===== src/rtl/iqueue_tbp_pkg.sv =====
// Shared datapath types for the instruction queue.
package iqueue_tbp_pkg;

    localparam int unsigned IQ_WORD_W = 32;
    localparam int unsigned IQ_DEPTH  = 4;

    typedef logic [IQ_WORD_W-1:0] word_t;

    typedef enum logic {
        RUN    = 1'b0,
        FILTER = 1'b1
    } iq_state_t;

endpackage


===== src/rtl/iqueue_tbp_if.sv =====
// Fetch-side, decode-side and redirect signals of the instruction queue.
interface iqueue_tbp_if
    import iqueue_tbp_pkg::*;
#(
    parameter int unsigned DEPTH  = IQ_DEPTH,
    parameter int unsigned WORD_W = IQ_WORD_W
);

    localparam int unsigned CNT_W = $clog2(DEPTH) + 1;

    logic              f_valid;
    logic [WORD_W-1:0] f_instr;
    logic [WORD_W-1:0] f_pc;
    logic              f_ready;
    logic              d_valid;
    logic [WORD_W-1:0] d_instr;
    logic [WORD_W-1:0] d_pc;
    logic              d_ready;
    logic              flush;
    logic [WORD_W-1:0] flush_pc;
    logic [CNT_W-1:0]  count;

    // Fetch/decode/redirect side.
    modport master (
        output f_valid, f_instr, f_pc, d_ready, flush, flush_pc,
        input  f_ready, d_valid, d_instr, d_pc, count
    );

    // Queue side.
    modport slave (
        input  f_valid, f_instr, f_pc, d_ready, flush, flush_pc,
        output f_ready, d_valid, d_instr, d_pc, count
    );

endinterface


===== src/rtl/iq_mem.sv =====
// Entry storage: register array with one write port and one async read port.
module iq_mem #(
    parameter int unsigned DEPTH  = 4,
    parameter int unsigned DATA_W = 64
) (
    input  logic                     clk,
    input  logic                     we,
    input  logic [$clog2(DEPTH)-1:0] waddr,
    input  logic [DATA_W-1:0]        wdata,
    input  logic [$clog2(DEPTH)-1:0] raddr,
    output logic [DATA_W-1:0]        rdata
);

    logic [DATA_W-1:0] mem [DEPTH];

    // Write port; contents need no reset since occupancy is tracked elsewhere.
    always_ff @(posedge clk) begin
        if (we) begin
            mem[waddr] <= wdata;
        end
    end

    assign rdata = mem[raddr];

endmodule


===== src/rtl/iqueue_tbp.sv =====
// Instruction queue between fetch and decode with flush-and-filter redirect.
module iqueue_tbp
    import iqueue_tbp_pkg::*;
#(
    parameter int unsigned DEPTH  = IQ_DEPTH,
    parameter int unsigned WORD_W = IQ_WORD_W
) (
    input logic          clk,
    input logic          rst,
    iqueue_tbp_if.slave  q
);

    localparam int unsigned PTR_W = $clog2(DEPTH);
    localparam int unsigned CNT_W = PTR_W + 1;

    iq_state_t         state, state_nx;
    logic [PTR_W-1:0]  wr_ptr, wr_ptr_nx;
    logic [PTR_W-1:0]  rd_ptr, rd_ptr_nx;
    logic [CNT_W-1:0]  count_r, count_nx;
    logic [WORD_W-1:0] target, target_nx;
    logic              push;
    logic              pop;
    logic              ready;
    logic              valid;
    logic [2*WORD_W-1:0] rd_data;

    // State register, pointers, occupancy and redirect target.
    always_ff @(posedge clk) begin
        if (rst) begin
            state   <= RUN;
            wr_ptr  <= '0;
            rd_ptr  <= '0;
            count_r <= '0;
            target  <= '0;
        end else begin
            state   <= state_nx;
            wr_ptr  <= wr_ptr_nx;
            rd_ptr  <= rd_ptr_nx;
            count_r <= count_nx;
            target  <= target_nx;
        end
    end

    // Handshakes, next state and pointer updates; flush overrides everything.
    always_comb begin
        state_nx  = state;
        wr_ptr_nx = wr_ptr;
        rd_ptr_nx = rd_ptr;
        count_nx  = count_r;
        target_nx = target;
        push      = 1'b0;
        pop       = 1'b0;
        ready     = 1'b0;
        valid     = 1'b0;

        case (state)
            RUN: begin
                ready = (count_r < CNT_W'(DEPTH));
                valid = (count_r != '0) && !q.flush;
                push  = q.f_valid && ready;
                pop   = valid && q.d_ready;
            end
            FILTER: begin
                // Drop wrong-path beats until the redirect target arrives.
                ready = 1'b1;
                push  = q.f_valid && (q.f_pc == target);
                if (push) begin
                    state_nx = RUN;
                end
            end
            default: begin
                state_nx = RUN;
            end
        endcase

        if (push) begin
            wr_ptr_nx = wr_ptr + PTR_W'(1);
        end
        if (pop) begin
            rd_ptr_nx = rd_ptr + PTR_W'(1);
        end
        count_nx = count_r + CNT_W'(push) - CNT_W'(pop);

        if (q.flush) begin
            push      = 1'b0;
            pop       = 1'b0;
            state_nx  = FILTER;
            target_nx = q.flush_pc;
            wr_ptr_nx = '0;
            rd_ptr_nx = '0;
            count_nx  = '0;
        end
    end

    iq_mem #(
        .DEPTH  (DEPTH),
        .DATA_W (2 * WORD_W)
    ) u_mem (
        .clk   (clk),
        .we    (push),
        .waddr (wr_ptr),
        .wdata ({q.f_instr, q.f_pc}),
        .raddr (rd_ptr),
        .rdata (rd_data)
    );

    assign q.f_ready = ready;
    assign q.d_valid = valid;
    assign q.d_instr = rd_data[2*WORD_W-1:WORD_W];
    assign q.d_pc    = rd_data[WORD_W-1:0];
    assign q.count   = count_r;

endmodule


===== src/flat_wrapper.sv =====
// flat-port wrapper written by rule: the top's interface ports become plain ports
module iqueue_tbp_flat import iqueue_tbp_pkg::*;
#(
    parameter int unsigned DEPTH  = IQ_DEPTH,
    parameter int unsigned WORD_W = IQ_WORD_W
)
  (clk, rst, q_f_valid, q_f_instr, q_f_pc, q_d_ready, q_flush, q_flush_pc, q_f_ready, q_d_valid, q_d_instr, q_d_pc, q_count);
  iqueue_tbp_if #(.DEPTH(DEPTH), .WORD_W(WORD_W)) q_i ();
  input logic clk;
  input logic rst;
  input wire logic [$bits(q_i.f_valid)-1:0] q_f_valid;
  input wire logic [$bits(q_i.f_instr)-1:0] q_f_instr;
  input wire logic [$bits(q_i.f_pc)-1:0] q_f_pc;
  input wire logic [$bits(q_i.d_ready)-1:0] q_d_ready;
  input wire logic [$bits(q_i.flush)-1:0] q_flush;
  input wire logic [$bits(q_i.flush_pc)-1:0] q_flush_pc;
  output wire logic [$bits(q_i.f_ready)-1:0] q_f_ready;
  output wire logic [$bits(q_i.d_valid)-1:0] q_d_valid;
  output wire logic [$bits(q_i.d_instr)-1:0] q_d_instr;
  output wire logic [$bits(q_i.d_pc)-1:0] q_d_pc;
  output wire logic [$bits(q_i.count)-1:0] q_count;
  assign q_i.f_valid = q_f_valid;
  assign q_i.f_instr = q_f_instr;
  assign q_i.f_pc = q_f_pc;
  assign q_i.d_ready = q_d_ready;
  assign q_i.flush = q_flush;
  assign q_i.flush_pc = q_flush_pc;
  assign q_f_ready = q_i.f_ready;
  assign q_d_valid = q_i.d_valid;
  assign q_d_instr = q_i.d_instr;
  assign q_d_pc = q_i.d_pc;
  assign q_count = q_i.count;
  iqueue_tbp #(.DEPTH(DEPTH), .WORD_W(WORD_W)) u_core (.clk(clk), .rst(rst), .q(q_i));
endmodule

===== config.mk =====
export PLATFORM = sky130hd
export DESIGN_NAME = iqueue_tbp_flat
export DESIGN_NICKNAME = d
export VERILOG_FILES = /design/src/rtl/iqueue_tbp_pkg.sv /design/src/rtl/iqueue_tbp_if.sv /design/src/rtl/iq_mem.sv /design/src/rtl/iqueue_tbp.sv /design/src/flat_wrapper.sv
export SDC_FILE = /design/constraint.sdc
export NUM_CORES = 1
export LEC_CHECK = 0
export CAP_MARGIN = 0
export CORE_ASPECT_RATIO = 0.7
export CORE_MARGIN = 5
export CORE_UTILIZATION = 36
export CTS_CLUSTER_DIAMETER = 50
export DETAILED_ROUTE_END_ITERATION = 12
export HOLD_SLACK_MARGIN = 0.1
export PLACE_DENSITY = 0.62
export SLEW_MARGIN = 20
export SYNTH_ARGS = -nofsm -noshare
export SYNTH_HDL_FRONTEND = slang
export SYNTH_HIERARCHICAL = 1
export SYNTH_SLANG_ARGS = --single-unit

===== constraint.sdc =====
create_clock -name clk -period 20.1 [get_ports clk]
set_input_delay 5.025 -clock clk [delete_from_list [all_inputs] [get_ports clk]]
set_output_delay 5.025 -clock clk [all_outputs]
set_load 0.01 [all_outputs]

==> impl_metrics.yaml <==
critical_path:
  worstRegToRegCells: 7
  crit_end: "q_d_valid"
  crit_path_cell_trace: "buf_2 > nor3_1 > clkdlybuf4s50_1"
  arrival_ns: 6.54
  crit_buf_inv: 2
  critPathMaxFanout: 38
  cp-end-kind: "output port"
  cp_top_family: "buffers and inverters"
  r2r_start: "u_core/target[14]"
  rrSetupSlack_ns: 16.45
  critical_path_class: "primary input to output port"
  cp_slowest_cell: "buf_2"
  crit_cells: 3
  start_kind: "primary input"
  crit_path_start: "q_flush"
  slowest_delay_ns: 0.80
  cp_data_required_time_ns: 15.07
  rr_endpoint: "u_core/u_mem/mem[2][42]"
run_status:
  status: "complete, no violations"
global_routing:
  grt_pass1_wl_mm: 37.76
  grt_max_degree: 66
  overflow: 0
  antenna_found_initial: 2
  grt_pass1_vias: 6250
  grt_util_all_layers: 0.1407
die:
  fp.dieArea_mm2: 0.03513
  fp.dieW_um: 221.9
  core_area_mm2: 0.03108
  io_pins: 170
  die_h_um: 158.3
  start_util: 0.3640
  rows: 54
synth:
  avgSynthCellArea_um2: 21.03
  yosysTopAreaCellShare: 0.6795
  synth_seq_area_share: 0.7503
  synth_warnings: 6
  yosys.area.top_type: "edfxtp_1"
  synthCells: 538
  yosysUniqueCellTypes: 41
  syn_area_mm2: 0.01131
  synthTopCellsByArea: "edfxtp_1 (68%), mux4_2 (12%), dfxtp_1 (7.1%), mux2i_1 (2.8%), xor2_1 (2.6%)"
  synth_nets: 642
  synth-seq-cells: 296
timing:
  hold_viol_final: 0
  timing.slew.headroom: 0.2765
  min_period_ns: 11.57
  setup_tns_ns: 0
  timing.fmax_mhz: 86.44
  slew_viol_final: 0
  grt_setup_unrepaired: "false"
  setup_viol: 0
  tightest_slew_ns: 1.085
  skew_ns: 0.02465
  fin_crit_sh: 0.5755
route:
  routed_wl_mm: 25.03
  wire_per_inst_um: 21.43
  vias_per_cell: 4.898
  drtPass1Iterations: 4
  drc: 0
  postRouteAntennaNets: 0
  drtIter0Drc: 451
  via_count: 5721
clock_tree:
  cts-buffers-inserted: 31
  clock_latency_ns: 0.56
  cts_max_path_buffers: 3
  cts_tree: "yes"
  cts_resized: 0
  holdBufCountCts: 0
  post_cts_buffers: 0
  cts.sinks: 296
  clk_pin_slew_ns: 0.06
  htree_levels: 1
  root_buffer: "clkbuf_16"
finish:
  seq_area_mm2: 0.008496
  multiInputGateArea_mm2: 0.002611
  area_delta_synth_final_pct: 26.61
  fin_nets: 826
  drive_above_1_share: 0.1689
  final_area_mm2: 0.01432
  fillers: 2619
  layout_common_cells: "edfxtp_1 (256), clkdlybuf4s50_1 (168), mux4_2 (60)"
  final_common_cell: "edfxtp_1"
worst_hold_path:
  min_path_type: "register to register"
placed_design:
  place_area_mm2: 0.01338
  port_buffers: 169
  hpwl_mm: 15.95
  gp_congestion: 0.7483
flow_run:
  drv_cap: 0
power_and_ir_drop:
  p_per_area_mw_per_mm2: 89.48
  p_leak_nw: 4.680
  ir_drop_mv: 0.05248
report_power, final:
| group | switching [mW] | internal (mW) |
|---|---|---|
| Sequential | 0.00542 | 0.679 |
| Combinational | 0.0354 | 0.0415 |
| Clock | 0.232 | 0.289 |
worst min path at each step:
stage / from / end / depth (start not counted)
after global placement: u_core/target[24] / u_core/target[24] / 2
after CTS: u_core/target[26] / u_core/target[26] / 2
final: u_core/target[26] / u_core/target[26] / 2
after global routing: u_core/target[26] / u_core/target[26] / 2
after detailed placement: u_core/target[24] / u_core/target[24] / 2
after floorplan: u_core/rd_ptr[1] / u_core/rd_ptr[1] / 2
Yosys cell counts, drive strengths merged:
| master | number |
|---|---|
| nor2b | 1 |
| a31oi | 1 |
| nand4 | 2 |
| nor3 | 2 |
| o2111ai | 2 |
| mux2i | 32 |
| mux4 | 64 |
| clkbuf | 6 |
| nor2 | 37 |
| nor3b | 1 |
| and2 | 2 |
| fa | 1 |
| or3 | 1 |
| or2 | 1 |
| dfxtp | 40 |
| a21o | 1 |
| ha | 2 |
| a21oi | 1 |
| xnor2 | 3 |
| nor4b | 1 |
| buf | 18 |
| a311oi | 2 |
| nand2b | 1 |
| nor4 | 9 |
| a211oi | 1 |
| edfxtp | 256 |
| nand2 | 3 |
| xor2 | 33 |
| and3b | 3 |
| nand3 | 2 |
| and4 | 2 |
| inv | 5 |
| o211ai | 1 |
| and3 | 1 |
per-layer routing:
metal  vias to the layer above  GRT usage  routed length, um
met3                        31    0.03170               1502
met2                       185     0.2365              12180
li1                       2546          -                  -
met1                      2959     0.1902              10850
met4                         0    0.03344                485
met5                         -          0                  0
final cells by class:
| type | instances | area share |
|---|---|---|
| clock inverter | 19 | 0.008386 |
| inverter | 5 | 0.001310 |
| antenna | 2 | 0.0003494 |
| sequential | 296 | 0.5931 |
| clock buffer | 38 | 0.05669 |
| timing repair buffer | 175 | 0.1212 |
| tap | 420 | 0.03669 |
| multi-input combinational | 213 | 0.1823 |
flip-flops by register name, indices dropped and copies added, names as in the netlist:
signal and flops:
u_core/u_mem/mem 256, u_core/target 32, u_core/q.count 3, u_core/rd_ptr 2, u_core/wr_ptr 2, u_core/state 1
stage by stage:
stage / power (mW) / cells / hold slack [ns] / util / setup slack, ns
3_5_place_dp: 0.7754 / 1109 / 0.5053 / 0.4306 / 8.498
6_report: 1.282 / 1168 / 0.5160 / 0.4609 / 8.532
5_1_grt: 1.331 / 1168 / 0.5410 / 0.4609 / 8.422
2_1_floorplan: 0.7275 / 538 / 0.4782 / - / 8.741
4_1_cts: 1.299 / 1166 / 0.5206 / 0.4606 / 8.488
3_3_place_gp: 0.7724 / 1109 / 0.4926 / 0.4306 / 8.526
cells by family after synthesis:
group / Yosys count / synth area share
adders and majority gates: 3 / 0.003981
DFF: 296 / 0.7503
AOI/OAI and AO/OA: 9 / 0.006526
muxes: 96 / 0.1570
buffers and inverters: 29 / 0.02046
xor gates and xnor gates: 36 / 0.02787
and+or+nand+nor: 69 / 0.03384
worst register-to-register path, stage by stage (launching register included):
cell	delay (ns)
dfxtp_1	0.32
xor2_1	0.16
nor4_1	0.66
and4_1	0.37
nand2_2	0.10
a211oi_2	0.36
and3b_4	0.66
buf_4	0.62
No activity file was read; power rests on OpenSTA's default activity.
